$ cat src/rtl/rom_loader.sv
// ============================================================================
//  Module      : rom_loader
//  Description : Boot-time program loader. Consumes a byte stream of the form
//                LEN_LO, LEN_HI, 4*N data bytes (little-endian words), XOR
//                checksum byte, and writes the words into instruction memory.
//                The core is held in reset until the whole image has been
//                written and the checksum matches.
//  Ports       : clk, rst            - clock, synchronous active-high reset
//                rx_valid_i/rx_data_i/rx_ready_o - byte stream handshake
//                mem_we_o/mem_addr_o/mem_wdata_o - instruction memory write
//                cpu_rst_o           - core reset, released on good load
//                load_done_o         - sticky, image loaded and verified
//                load_err_o          - sticky, length overflow or bad checksum
//  Revision    : 1.0 - initial release
// ============================================================================
`default_nettype none

module rom_loader #(
    parameter int ADDR_WIDTH = 12
) (
    input  logic                  clk,
    input  logic                  rst,
    input  logic                  rx_valid_i,
    input  logic [7:0]            rx_data_i,
    output logic                  rx_ready_o,
    output logic                  mem_we_o,
    output logic [ADDR_WIDTH-1:0] mem_addr_o,
    output logic [31:0]           mem_wdata_o,
    output logic                  cpu_rst_o,
    output logic                  load_done_o,
    output logic                  load_err_o
);

    localparam logic [2:0] c_LEN0 = 3'd0;
    localparam logic [2:0] c_LEN1 = 3'd1;
    localparam logic [2:0] c_DATA = 3'd2;
    localparam logic [2:0] c_CSUM = 3'd3;
    localparam logic [2:0] c_DONE = 3'd4;
    localparam logic [2:0] c_ERR  = 3'd5;

    // Largest legal word count: the full memory capacity.
    localparam logic [16:0] c_CAP = 17'(1) << ADDR_WIDTH;

    logic [2:0]            r_state;
    logic [15:0]           r_len;
    // One extra bit so a full-capacity image does not wrap to zero.
    logic [ADDR_WIDTH:0]   r_wcnt;
    logic [1:0]            r_bidx;
    // Bytes 0..2 of the current word; byte 0 ends up in bits 7:0.
    logic [23:0]           r_asm;
    logic [7:0]            r_xor;
    logic                  r_we;
    logic [ADDR_WIDTH-1:0] r_addr;
    logic [31:0]           r_wdata;
    logic                  r_cpu_rst;
    logic                  r_done;
    logic                  r_err;

    logic                  w_ready;
    logic                  w_xfer;
    logic [15:0]           w_len_new;
    logic [ADDR_WIDTH:0]   w_wcnt_inc;
    logic                  w_last_word;

    assign w_ready     = (r_state == c_LEN0) || (r_state == c_LEN1) ||
                         (r_state == c_DATA) || (r_state == c_CSUM);
    assign w_xfer      = rx_valid_i && w_ready;
    assign w_len_new   = {rx_data_i, r_len[7:0]};
    assign w_wcnt_inc  = r_wcnt + {{ADDR_WIDTH{1'b0}}, 1'b1};
    // Word being completed is word N-1 when the incremented count reaches N.
    assign w_last_word = (17'(w_wcnt_inc) == {1'b0, r_len});

    always_ff @(posedge clk) begin
        if (rst) begin
            r_state   <= c_LEN0;
            r_len     <= '0;
            r_wcnt    <= '0;
            r_bidx    <= '0;
            r_asm     <= '0;
            r_xor     <= '0;
            r_we      <= 1'b0;
            r_addr    <= '0;
            r_wdata   <= '0;
            r_cpu_rst <= 1'b1;
            r_done    <= 1'b0;
            r_err     <= 1'b0;
        end else begin
            // Write strobe is a single-cycle pulse.
            r_we <= 1'b0;
            if (w_xfer) begin
                case (r_state)
                    c_LEN0: begin
                        r_len[7:0] <= rx_data_i;
                        r_xor      <= r_xor ^ rx_data_i;
                        r_state    <= c_LEN1;
                    end
                    c_LEN1: begin
                        r_len[15:8] <= rx_data_i;
                        r_xor       <= r_xor ^ rx_data_i;
                        if ({1'b0, w_len_new} > c_CAP) begin
                            r_state <= c_ERR;
                            r_err   <= 1'b1;
                        end else if (w_len_new == 16'd0) begin
                            r_state <= c_CSUM;
                        end else begin
                            r_state <= c_DATA;
                        end
                    end
                    c_DATA: begin
                        r_xor  <= r_xor ^ rx_data_i;
                        r_bidx <= r_bidx + 2'd1;
                        if (r_bidx == 2'd3) begin
                            r_we    <= 1'b1;
                            r_addr  <= r_wcnt[ADDR_WIDTH-1:0];
                            r_wdata <= {rx_data_i, r_asm};
                            r_wcnt  <= w_wcnt_inc;
                            if (w_last_word) begin
                                r_state <= c_CSUM;
                            end
                        end else begin
                            r_asm <= {rx_data_i, r_asm[23:8]};
                        end
                    end
                    c_CSUM: begin
                        if (rx_data_i == r_xor) begin
                            r_state   <= c_DONE;
                            r_cpu_rst <= 1'b0;
                            r_done    <= 1'b1;
                        end else begin
                            r_state <= c_ERR;
                            r_err   <= 1'b1;
                        end
                    end
                    default: begin
                        // DONE/ERR never accept bytes; nothing to do.
                    end
                endcase
            end
        end
    end

    assign rx_ready_o  = w_ready;
    assign mem_we_o    = r_we;
    assign mem_addr_o  = r_addr;
    assign mem_wdata_o = r_wdata;
    assign cpu_rst_o   = r_cpu_rst;
    assign load_done_o = r_done;
    assign load_err_o  = r_err;

endmodule

`default_nettype wire
$ cat config.mk
export PLATFORM = sky130hd
export DESIGN_NAME = rom_loader
export DESIGN_NICKNAME = d
export VERILOG_FILES = /design/src/rtl/rom_loader.sv
export SDC_FILE = /design/constraint.sdc
export NUM_CORES = 1
export LEC_CHECK = 0
export ABC_AREA = 0
export CORE_MARGIN = 2
export CORE_UTILIZATION = 59
export DETAILED_ROUTE_END_ITERATION = 10
export PLACE_DENSITY = 0.9
export SLEW_MARGIN = 20
export SYNTH_ARGS = -nofsm -noshare
export SYNTH_HDL_FRONTEND = slang
export SYNTH_SLANG_ARGS = --single-unit
export TNS_END_PERCENT = 5
$ cat constraint.sdc
create_clock -name clk -period 3 [get_ports clk]
set_clock_uncertainty 0.1 [all_clocks]
set_input_delay 0.6 -clock clk [delete_from_list [all_inputs] [get_ports clk]]
set_output_delay 0.6 -clock clk [all_outputs]
set_load 0.03 [all_outputs]
==> flow_summary.toml <==
[die]
core-area_um2 = 7810
dieWidth_um = 94.3
start_util_pct = 61.6
io_pins = 60
dieArea_um2 = 8890
fp-row-count = 32
fp.dieH_um = 94.3

[finish]
multi_input_area_um2 = 2260
fill_cells = 512
nets = 660
postLayoutCoreUtil_pct = 76.4
syn_to_final_growth_pct = 24.0
antenna_cells = 0
drive_above_1_share_pct = 8.48
seqCellArea_um2 = 2280

[setup_path]
cp.arrival_ns = 1.65
r2r_end = "r_state[1]"
cp_max_fo = 7
regToRegSetupSlack_ns = 0.69
crit_type = "flip-flop to output port"
cp_data_required_time_ns = 2.30
startpoint_type = "flip-flop"
endpoint_kind = "output port"
r2r-start = "r_wcnt[0]"
ff2ff_path_depth = 7

[clocking]
cts_root_buf = "clkbuf_8"
postCtsSetupBuffers = 0
insertion_delay_ns = 0.52
clock-sinks = 114
ctsResizeCount = 0
cts_buffers = 17
clkTransAtPathRegs_ns = 0.06
htreeDepth = 4
clk_path_buf_depth = 2
tritoncts = "yes"
hold_buffers = 0

[min_path]
holdCritStartpoint = "mem_addr_o[0]"
whs_path_depth = 2
hold_end = "mem_addr_o[0]"
hold_class = "flip-flop to flip-flop"

[global_route]
use_met2_pct = 48.9
grt_pass1_vias = 4289
grt_overflow_total = 0
grt_pass1_wl_um = 20000
grt_util_all_layers_pct = 29.1
grt-busiest-layer = "met2"
met1_usage_pct = 34.8
gr-usage-met3_pct = 8.91
antenna_found_initial = 0
grt_start_max_net_pins = 76

[sta]
max_freq_ghz = 0.426
hold_viol = 0
final.period_utilization_pct = 78.3
slew_viol_final = 0
rsz0062_at_grt = "false"
setup_violations = 0
tightest_slew_ns = 0.618
hold_ws_ns = 0.351
period_needed_ns = 2.35
tns_ns = 0
maxSlewHeadroom_pct = 58.8

[power_and_ir_drop]
vdd_ir_drop_max_mv = 0.416
cellPowerDensity_nw_per_um2 = 651
p_leak_nw = 2.07
p_total_mw = 3.89

[synthesis]
synthesis.area_um2 = 4810
ys_seq_area_share_pct = 47.4
synth_fp_nets = 618
syn_area_per_cell_um2 = 7.95
synth-edff-count = 0
ys.flop_type = "dfxtp_1"
netlist_instances = 605
synth_cell_type_count = 45
ys_warn_count = 0
synth.ff_latch_count = 114
async_reset_ff_share_pct = 0

[routing]
drt_iter0_drc = 358
via_per_inst = 5.79
routed_wl_um = 12300
ant_nets = 0
vias = 4409
drt-pass1-iter-count = 6
drc_errors = 0
wl_per_cell_um = 16.1

[placed_design]
io_buffers = 59
gp_congestion = 0.910
dp_hpwl_um = 7610

[flow_run]
max-cap-violations = 0

[outcome]
status = "finished, final reports clean"
## power by group
group | internal, mW | switching (mW) | leakage (nW)
Clock | 1.28 | 0.738 | 0.283
Combinational | 0.105 | 0.166 | 0.863
Sequential | 1.56 | 0.0450 | 0.922
## cell type report
cell class / instances / share of cell area (%)
Timing Repair Buffer: 70 / 11.4
Clock inverter: 14 / 3.00
Sequential cell: 114 / 38.2
Tap cell: 102 / 2.14
Clock buffer: 18 / 7.00
Inverter: 5 / 0.314
Multi-Input combinational cell: 439 / 37.9
## critical path, stage by stage, from the launching register on
cell and delay (ns):
dfxtp_1 0.36, inv_1 0.09, clkdlybuf4s50_1 0.67
## flip-flops by register name, summed over array words and instances, names as in the netlist
signal,cells
r_len,16
load_err_o,1
load_done_o,1
r_wcnt,13
r_bidx,2
r_asm,24
mem_wdata_o,32
r_xor,8
mem_we_o,1
r_state,3
cpu_rst_o,1
mem_addr_o,12
## placed cells by master (no fill, tap or decap), types with 4 or more instances in the layout
master	count
buf_4	11
inv_6	4
nor3_1	8
clkdlybuf4s50_1	58
nand4_1	10
inv_1	5
dfxtp_1	114
xnor2_1	19
a21oi_1	97
o21ai_0	6
nand2_1	193
nor2_1	29
xor2_1	22
nand3_1	13
clkbuf_16	16
## synth_stat cells (all sizes together) (4+ instances only)
library cell	instances	area, um^2
buf	24	145
a21oi	98	494
inv	5	18.8
clkbuf	23	106
nor4	5	58.8
nor3	8	40.0
xnor2	20	183
or3	4	26.3
nand3	14	75.1
nand4	10	62.6
o21ai	7	35.0
nor2	29	109
nand2	193	724
dfxtp	114	2280
xor2	22	193
## through the flow
step                      worst slack (ns)  instance area, um^2  cells
after floorplan                       1.00                 4810    605
after global placement               0.325                 5370    730
after detailed placement             0.309                 5370    730
after CTS                            0.653                 5970    762
after global routing                 0.579                 5970    762
final                                0.650                 5970    762
## cells by family after synthesis
group                    Yosys count  synth area share, %
multiplexers                       1                0.208
adder cells (fa/ha/maj)            2                0.520
flip-flops                       114                 47.4
AND/OR/NAND/NOR                  284                 26.2
AO/OA/AOI/OAI                    109                 11.8
XOR/XNOR                          43                 8.27
buffers and inverters             52                 5.62
## worst max path at each step
stage	start	slack, ns	endpoint
2_1_floorplan	rx_data_i[0]	1.00	r_state[1]
3_3_place_gp	rx_data_i[0]	0.33	r_state[1]
3_5_place_dp	rx_data_i[0]	0.31	r_state[1]
4_1_cts	r_state[2]	0.65	rx_ready_o
5_1_grt	r_wcnt[0]	0.58	r_state[1]
6_report	r_state[2]	0.65	rx_ready_o
## metal layers
metal | share of wire (%) | wire [um]
met3 | 9.1 | 1110
met5 | 0 | 0
met1 | 38 | 4690
met4 | 2.5 | 312
met2 | 50 | 6150
(Power assumes the default switching activity.)
